--- src/rtl/ctrl_fsm_pkg.sv ---
// Shared definitions for the picoMIPS multi-cycle control FSM (ctrl_fsm).
// Holds the opcode constants, the FSM state encoding and the default widths.
package ctrl_pkg;

   localparam int OPW_DEF   = 3;
   localparam int ALUFW_DEF = 2;

   localparam logic [2:0] NOP  = 3'b000;
   localparam logic [2:0] ADDI = 3'b001;
   localparam logic [2:0] ADD  = 3'b010;
   localparam logic [2:0] MULI = 3'b011;
   localparam logic [2:0] LOAD = 3'b100;
   localparam logic [2:0] HALT = 3'b111;

   typedef enum logic [2:0] {
      EXEC      = 3'd0,
      MUL_WAIT  = 3'd1,
      LOAD_WAIT = 3'd2,
      LOAD_REL  = 3'd3,
      TRAP      = 3'd4
   } state_t;

endpackage : ctrl_pkg

--- src/rtl/ctrl_fsm_if.sv ---
// Instruction/control bundle between program memory, input switch and ctrl_fsm.
// master = the control FSM, slave = the surrounding datapath/environment.
interface ctrl_fsm_if
   import ctrl_pkg::*;
#(
   parameter int OPW   = OPW_DEF,
   parameter int ALUFW = ALUFW_DEF
) ();

   logic [OPW-1:0]   opcode;
   logic             in_valid;
   logic [ALUFW-1:0] ALUFunc;
   logic             imm;
   logic             write;
   logic             PCincr;
   logic             in_ack;
   logic             busy;
   logic             illegal;

   modport master (
      input  opcode, in_valid,
      output ALUFunc, imm, write, PCincr, in_ack, busy, illegal
   );

   modport slave (
      output opcode, in_valid,
      input  ALUFunc, imm, write, PCincr, in_ack, busy, illegal
   );

endinterface : ctrl_fsm_if

--- src/rtl/ctrl_fsm_stall_counter.sv ---
// 4-bit loadable down-counter used to time the MULI stall.
// Load has priority over decrement; the counter never wraps below zero.
module stall_counter (
   input  logic       clk,
   input  logic       nReset,
   input  logic       load_i,
   input  logic [3:0] load_val_i,
   input  logic       dec_i,
   output logic       one_o
);

   logic [3:0] cnt_q;
   logic [3:0] cnt_d;

   // next count: load, saturating decrement, or hold
   always_comb begin
      cnt_d = cnt_q;
      if (load_i) begin
         cnt_d = load_val_i;
      end else if (dec_i && (cnt_q != 4'd0)) begin
         cnt_d = cnt_q - 4'd1;
      end else begin
         cnt_d = cnt_q;
      end
   end

   // count register
   always_ff @(posedge clk or negedge nReset) begin
      if (!nReset) begin
         cnt_q <= 4'd0;
      end else begin
         cnt_q <= cnt_d;
      end
   end

   assign one_o = (cnt_q == 4'd1);

endmodule : stall_counter

--- src/rtl/ctrl_fsm.sv ---
// picoMIPS multi-cycle control FSM: decode, MULI stall, LOAD handshake, illegal trap.
// Optional retired-instruction counter enabled by defining CTRL_PERF_CNT_EN.
module ctrl_fsm
   import ctrl_pkg::*;
#(
   parameter int OPW     = OPW_DEF,
   parameter int ALUFW   = ALUFW_DEF,
   parameter int MUL_LAT = 2
) (
   input  logic       clk,
   input  logic       nReset,
   ctrl_fsm_if.master bus
`ifdef CTRL_PERF_CNT_EN
   ,
   output logic [15:0] retired
`endif
);

   state_t           state_q;
   state_t           state_d;
   logic [ALUFW-1:0] func_q;
   logic [ALUFW-1:0] func_d;

   logic [ALUFW-1:0] alu_s;
   logic             imm_s;
   logic             write_s;
   logic             pcincr_s;
   logic             ack_s;
   logic             illegal_s;
   logic             cnt_load_s;
   logic             cnt_dec_s;
   logic             cnt_one_s;

   stall_counter u_stall_counter (
      .clk        (clk),
      .nReset     (nReset),
      .load_i     (cnt_load_s),
      .load_val_i (4'(MUL_LAT)),
      .dec_i      (cnt_dec_s),
      .one_o      (cnt_one_s)
   );

   // next state and ungated control outputs
   always_comb begin
      state_d    = state_q;
      func_d     = func_q;
      alu_s      = '0;
      imm_s      = 1'b0;
      write_s    = 1'b0;
      pcincr_s   = 1'b0;
      ack_s      = 1'b0;
      illegal_s  = 1'b0;
      cnt_load_s = 1'b0;
      cnt_dec_s  = 1'b0;
      case (state_q)
         EXEC: begin
            alu_s  = bus.opcode[ALUFW-1:0];
            func_d = bus.opcode[ALUFW-1:0];
            case (bus.opcode)
               OPW'(NOP): begin
                  pcincr_s = 1'b1;
               end
               OPW'(ADD): begin
                  write_s  = 1'b1;
                  pcincr_s = 1'b1;
               end
               OPW'(ADDI): begin
                  imm_s    = 1'b1;
                  write_s  = 1'b1;
                  pcincr_s = 1'b1;
               end
               OPW'(MULI): begin
                  imm_s = 1'b1;
                  if (MUL_LAT == 0) begin
                     write_s  = 1'b1;
                     pcincr_s = 1'b1;
                  end else begin
                     cnt_load_s = 1'b1;
                     state_d    = MUL_WAIT;
                  end
               end
               OPW'(LOAD): begin
                  imm_s   = 1'b1;
                  state_d = LOAD_WAIT;
               end
               OPW'(HALT): begin
                  state_d = EXEC;
               end
               default: begin
                  state_d = TRAP;
               end
            endcase
         end
         // stall states replay the latched function so opcode glitches are ignored
         MUL_WAIT: begin
            alu_s     = func_q;
            imm_s     = 1'b1;
            cnt_dec_s = 1'b1;
            if (cnt_one_s) begin
               write_s  = 1'b1;
               pcincr_s = 1'b1;
               state_d  = EXEC;
            end else begin
               state_d = MUL_WAIT;
            end
         end
         LOAD_WAIT: begin
            alu_s = func_q;
            imm_s = 1'b1;
            if (bus.in_valid) begin
               write_s = 1'b1;
               ack_s   = 1'b1;
               state_d = LOAD_REL;
            end else begin
               state_d = LOAD_WAIT;
            end
         end
         LOAD_REL: begin
            alu_s = func_q;
            imm_s = 1'b1;
            if (!bus.in_valid) begin
               pcincr_s = 1'b1;
               state_d  = EXEC;
            end else begin
               state_d = LOAD_REL;
            end
         end
         TRAP: begin
            illegal_s = 1'b1;
            state_d   = TRAP;
         end
         default: begin
            illegal_s = 1'b1;
            state_d   = TRAP;
         end
      endcase
   end

   // state and latched ALU function
   always_ff @(posedge clk or negedge nReset) begin
      if (!nReset) begin
         state_q <= EXEC;
         func_q  <= '0;
      end else begin
         state_q <= state_d;
         func_q  <= func_d;
      end
   end

   // outputs forced low while reset is asserted, even mid-instruction
   always_comb begin
      if (nReset) begin
         bus.ALUFunc = alu_s;
         bus.imm     = imm_s;
         bus.write   = write_s;
         bus.PCincr  = pcincr_s;
         bus.in_ack  = ack_s;
         bus.busy    = (state_q != EXEC);
         bus.illegal = illegal_s;
      end else begin
         bus.ALUFunc = '0;
         bus.imm     = 1'b0;
         bus.write   = 1'b0;
         bus.PCincr  = 1'b0;
         bus.in_ack  = 1'b0;
         bus.busy    = 1'b0;
         bus.illegal = 1'b0;
      end
   end

`ifdef CTRL_PERF_CNT_EN
   logic [15:0] retired_q;
   logic [15:0] retired_d;

   // retired count follows PC advances, so TRAP and HALT hold it
   always_comb begin
      if (pcincr_s) begin
         retired_d = retired_q + 16'd1;
      end else begin
         retired_d = retired_q;
      end
   end

   // retired counter register
   always_ff @(posedge clk or negedge nReset) begin
      if (!nReset) begin
         retired_q <= 16'd0;
      end else begin
         retired_q <= retired_d;
      end
   end

   assign retired = retired_q;
`endif

endmodule : ctrl_fsm
--- src/flat_wrapper.sv ---
// flat-port wrapper written by rule: the top's interface ports become plain ports
module ctrl_fsm_flat import ctrl_pkg::*;
#(
   parameter int OPW     = OPW_DEF,
   parameter int ALUFW   = ALUFW_DEF,
   parameter int MUL_LAT = 2
)
  (clk, nReset, bus_opcode, bus_in_valid, bus_ALUFunc, bus_imm, bus_write, bus_PCincr, bus_in_ack, bus_busy, bus_illegal);
  ctrl_fsm_if #(.OPW(OPW), .ALUFW(ALUFW)) bus_i ();
  input  logic clk;
  input  logic nReset;
  input wire logic [$bits(bus_i.opcode)-1:0] bus_opcode;
  input wire logic [$bits(bus_i.in_valid)-1:0] bus_in_valid;
  output wire logic [$bits(bus_i.ALUFunc)-1:0] bus_ALUFunc;
  output wire logic [$bits(bus_i.imm)-1:0] bus_imm;
  output wire logic [$bits(bus_i.write)-1:0] bus_write;
  output wire logic [$bits(bus_i.PCincr)-1:0] bus_PCincr;
  output wire logic [$bits(bus_i.in_ack)-1:0] bus_in_ack;
  output wire logic [$bits(bus_i.busy)-1:0] bus_busy;
  output wire logic [$bits(bus_i.illegal)-1:0] bus_illegal;
  assign bus_i.opcode = bus_opcode;
  assign bus_i.in_valid = bus_in_valid;
  assign bus_ALUFunc = bus_i.ALUFunc;
  assign bus_imm = bus_i.imm;
  assign bus_write = bus_i.write;
  assign bus_PCincr = bus_i.PCincr;
  assign bus_in_ack = bus_i.in_ack;
  assign bus_busy = bus_i.busy;
  assign bus_illegal = bus_i.illegal;
  ctrl_fsm #(.OPW(OPW), .ALUFW(ALUFW), .MUL_LAT(MUL_LAT)) u_core (.clk(clk), .nReset(nReset), .bus(bus_i));
endmodule
--- config.mk ---
export PLATFORM = sky130hd
export DESIGN_NAME = ctrl_fsm_flat
export DESIGN_NICKNAME = d
export VERILOG_FILES = /design/src/rtl/ctrl_fsm_pkg.sv /design/src/rtl/ctrl_fsm_if.sv /design/src/rtl/ctrl_fsm_stall_counter.sv /design/src/rtl/ctrl_fsm.sv /design/src/flat_wrapper.sv
export SDC_FILE = /design/constraint.sdc
export NUM_CORES = 1
export LEC_CHECK = 0
export CAP_MARGIN = 0
export CELL_PAD_IN_SITES_DETAIL_PLACEMENT = 1
export CELL_PAD_IN_SITES_GLOBAL_PLACEMENT = 1
export CORE_MARGIN = 10
export CORE_UTILIZATION = 35
export CTS_CLUSTER_SIZE = 20
export DETAILED_ROUTE_END_ITERATION = 6
export PLACE_DENSITY = 0.79
export SLEW_MARGIN = 20
export SYNTH_ARGS = -nofsm -noshare
export SYNTH_HDL_FRONTEND = slang
export SYNTH_SLANG_ARGS = --single-unit
--- constraint.sdc ---
create_clock -name clk -period 1.8 [get_ports clk]
set_input_delay 0.36 -clock clk [delete_from_list [all_inputs] [get_ports clk]]
set_output_delay 0.36 -clock clk [all_outputs]
set_load 0.01 [all_outputs]
# Word-level counts from Yosys, hierarchy flattened
# Index checks and enable logic that the tools add are counted.
# op_classes
addsub,1
eq_ne,10
mux,29
reduce_logical,11
# op_table
op,n
case mux 3 bit (4 select lines),2
two-way mux 1 bit,19
"equality test 3 x 2 -> 1 bit, second input constant",4
OR reduction 3 bit,3
two-way mux 4 bit,2
"equality test 3 x 1 -> 1 bit, second input constant",2
"equality test 3 bit, second input constant",2
zero test 3 bit,2
case mux 1 bit (3 select lines),2
"equality test 4 x 1 -> 1 bit, second input constant",1
two-way mux 2 bit,2
case mux 2 bit (2 select lines),1
nonzero test 4 bit,1
OR reduction 4 bit,1
"subtractor 4 x 1 -> 4 bit, second input constant",1
nonzero test 3 bit,1
"inequality test 2 bit, second input constant",1
case mux 1 bit (2 select lines),1
nonzero test 2 bit,1
OR reduction 2 bit,1
logical AND 1 bit,1
# totals
ff_bits,9
output_inout_bits,8

# Longest topological paths before layout
# depth
depth_word,5
ltp_mapped,5

# By module
# From an unflattened synthesis, not the netlist that was laid out.
# hier_totals
cells_unflattened,76
area_unflattened_um2,665.6
# by_module_without_submodules
module,instances,cells_per_inst,area_per_inst_um2
ctrl_fsm,1,47,382.9
stall_counter,1,29,282.8

# Least setup slack after synthesis
# OpenSTA, ideal clock, no wires.
# synth_path
path_type,reg2out
startpoint,register u_core.state_q[0]
endpoint,output port bus_write
arrival_time_ns,1.396
required_time_ns,1.440
setup_slack_ns,0.044
path_stages_with_launch,5
n_path_buf,1
path_cell_list,dfrtp_1 -> buf_6 -> nor4_1 -> a21boi_0 -> a221oi_1
# synth_between
elab_chain_cells,3
# synth_lines
item,line,text
start: declaration,ctrl_fsm.sv:19,state_t state_q;
start signal: assignment,ctrl_fsm.sv:145,state_q <= state_d;
"equality test 3 x 2 -> 1 bit, or another cell as far along",ctrl_fsm.sv:55,case (state_q)
case mux 1 bit (3 select lines) (*),ctrl_fsm.sv:55,
two-way mux 1 bit (*),ctrl_fsm.sv:152,if (nReset) begin
end: declaration,flat_wrapper.sv:16,output wire logic [$bits(bus_i.write)-1:0] bus_write;
# Mark *: on every way between the ends. The rest lies on a longest branch, timed or not.

# Final worst setup path
# layout_path
startpoint,register u_core.state_q[1]
endpoint,output port bus_write
# Same word-level chain as after synthesis.

==> results.txt <==
status = complete, but fails checks
violated checks = setup timing
synthesis-stage register bit count = 9
DRC errors left = 0
clk buf depth = 2
Die Ht = 62.6 µm
CTS tree = done
CTS sink cnt = 9
normalized max-slew margin = 76.7%
R2R Setup Slk = 0.08 ns
Worst-Margin Slew = 0.349 ns
Final Max Slew Viols = 0
I/O pins = 14
min-delay worst type = in2async
Mean Syn Cell Area = 8.93 µm²
syn_nets = 80
first-pass GRT wire length = 4250 µm
FMAX = 483 MHz
WL/cell = 18.9 µm
Routed WL = 2700 µm
number of global-route vias before repair = 845
max_cap viols = 0
Worst Reg2Reg Path Length in Cells = 4
DRT Pass-1 Iters = 4
nets = 127
initial antenna violation count = 1
CP top delay family = flip-flops
Initial Util = 36.7%
Max stage delay on crit path = 0.43 ns
gpl congestion = 0.779
minimum clock period = 2.07 ns
Worst setup SP type = register
placed cell area = 953 µm²
WP data arrival = 1.71 ns
sequential fraction of the synthesis area = 35.5%
logic depth of the worst path, buffers included = 5
worst slack at placement = -0.923 ns
cts hold-fix bufs = 0
placed insts = 129
fin util = 67.7%
final setup fails = 6
CP Buf/Inv Count = 2
row cnt = 15
Crit Path Max Fanout = 3
leakage power = 0.544 nW
FF-to-FF End = u_core.u_stall_counter.cnt_q[3]
cell breakdown of the critical path = buf_6 > nor4_4 > a21boi_2 > a221oi_2 > buf_2
routed vias = 758
clk_skew = 0.00428 ns
largest net degree at the start of global routing = 10
Yosys cell types = 31
final worst setup slack = -0.271 ns
grt ovf = 0
Antenna Nets Post-Route = 0
Yosys warning count = 0
crit share post-route = 115%
Finished Layout Cells = 143
H-tree levels = 1
CP Class = reg2out
PortBufs = 13
Post-DP HPWL = 1640 µm
CTS root buf = clkbuf_4
Area growth, synth to finish = 84.2%
Worst-path clk slew = 0.06 ns
reg-to-reg startpoint = u_core.state_q[0]
Die X = 62.6 µm
CP endpoint kind = primary output
GRT Total Usage = 13.8%
Gate Count Post-Synth = 71
final instance area = 1170 µm²
worst ir drop on vdd = 0.000964 V
Hold Vio Cnt, Final = 0
Skew-Pair Late Insertion Delay = 0.26 ns
Slowest-stage cell, CP = dfrtp_2
Detailed Route Iter0 Violations = 10
RSZ-0062 raised after global routing = yes
Die ar. = 3920 µm²
share of cells above drive strength 1 = 59.0%
Pwr Density = 712 nW/µm²
Core Region = 1730 µm²
setup_tns = -0.750 ns
CTS Buf Count = 3
Mapped Area = 634 µm²
Required @ worst endpoint = 1.44 ns
vias per inst = 5.30
metal layers:
layer / track usage [%] / wire [µm] / vias to the layer above
met3: 5.56 / 96 / 10
met4: 7.82 / 95 / 0
met1: 13.3 / 1100 / 373
li1: - / - / 357
met2: 24.2 / 1400 / 18
met5: 0 / 0 / -
synth_stat cells:
| library cell | number | area share [%] |
|---|---|---|
| a21boi_0 | 1 | 1.2 |
| a21oi_1 | 6 | 4.7 |
| a221oi_1 | 2 | 2.8 |
| a31o_2 | 1 | 1.4 |
| a31oi_1 | 1 | 0.99 |
| and2_1 | 1 | 0.99 |
| buf_6 | 1 | 1.8 |
| clkbuf_1 | 3 | 1.8 |
| dfrtp_1 | 9 | 36 |
| ha_1 | 3 | 5.9 |
| inv_1 | 5 | 3.0 |
| mux2_2 | 2 | 3.6 |
| mux2i_1 | 1 | 1.6 |
| nand2_1 | 4 | 2.4 |
| nand2b_1 | 2 | 2.0 |
| nand3b_1 | 1 | 1.2 |
| nor2_1 | 2 | 1.2 |
| nor2b_1 | 1 | 0.99 |
| nor3_1 | 1 | 0.79 |
| nor3b_1 | 5 | 5.9 |
| nor4_1 | 1 | 0.99 |
| o21ai_0 | 7 | 5.5 |
| o21ba_2 | 1 | 1.6 |
| o221ai_1 | 1 | 1.4 |
| o22ai_1 | 1 | 0.99 |
| o31a_1 | 1 | 1.4 |
| or2_2 | 1 | 0.99 |
| or3_1 | 1 | 0.99 |
| or3b_4 | 1 | 1.8 |
| or4_1 | 3 | 3.6 |
| xor2_1 | 1 | 1.4 |
through the flow:
step	hold WS, ns	power (W)
6_report	0.106	0.000832
5_1_grt	0.0914	0.000906
4_1_cts	0.433	0.000804
3_5_place_dp	0.510	0.000632
3_3_place_gp	0.501	0.000608
2_1_floorplan	0.0644	0.000447
what timing repair did:
item                                    CTS  global route
buffers inserted                          4             5
gates resized for setup                  47            23
pin swaps                                 5             8
gates cloned                              0             0
endpoints found under the setup margin    8             8
cell type report:
| type | instances | area [µm²] |
|---|---|---|
| fillers | 189 | 558 |
| multi-input cells | 53 | 483 |
| repair buffers | 46 | 378 |
| flip-flops and latches | 9 | 229 |
| well taps | 25 | 31.3 |
| clock buffers | 4 | 26.3 |
| inverters | 5 | 18.8 |
| diodes | 1 | 2.50 |
worst max path at each step:
stage / start / to / slack (ns)
global route: u_core.state_q[1] / bus_write / -0.36
floorplan: u_core.state_q[0] / bus_write / 0.04
CTS: u_core.state_q[2] / bus_write / -0.26
detailed placement: bus_opcode[2] / bus_write / -0.92
finish: u_core.state_q[1] / bus_write / -0.27
global placement: bus_opcode[2] / bus_write / -0.75
power by group:
part           leakage (nW)  total [W]  switching (W)  internal, W
Sequential            0.106   0.000330      0.0000602     0.000270
Clock                0.0150   0.000152      0.0000672    0.0000852
Combinational         0.424   0.000350       0.000162     0.000188
Total                 0.544   0.000832       0.000290     0.000543
sequential cells by signal (all words and copies together), names as in the netlist:
signal                        flops
u_core.func_q                     2
u_core.state_q                    3
u_core.u_stall_counter.cnt_q      4
layout by cell type (no fill, tap or decap), types with 2 or more instances in the layout:
cell type | synthesis | layout
a21oi_1 | 6 | 4
a21oi_2 | 0 | 2
a221oi_2 | 0 | 2
buf_2 | 0 | 5
buf_4 | 0 | 25
buf_6 | 1 | 8
clkbuf_2 | 0 | 2
clkbuf_4 | 0 | 3
dfrtp_1 | 9 | 6
dfrtp_2 | 0 | 3
dlygate4sd2_1 | 0 | 2
dlymetal6s2s_1 | 0 | 3
ha_1 | 3 | 2
inv_1 | 5 | 4
mux2_2 | 2 | 2
nand2_1 | 4 | 3
nand2b_4 | 0 | 2
nor3b_1 | 5 | 2
nor3b_4 | 0 | 2
o21ai_0 | 7 | 6
or4_1 | 3 | 3
cell families (layout without fill, tap and decap cells):
kind of cell               after synthesis  after routing  synth area share [%]
other                                    0              1                     0
and+or+nand+nor                         24             24                  23.7
muxes                                    3              3                  5.13
buffers and inverters                    9             55                  6.51
DFF                                      9              9                  35.5
AOI/OAI and AO/OA                       22             22                  21.9
adders and majority gates                3              3                  5.92
xor gates and xnor gates                 1              1                  1.38
No activity file was read; power rests on OpenSTA's default activity.
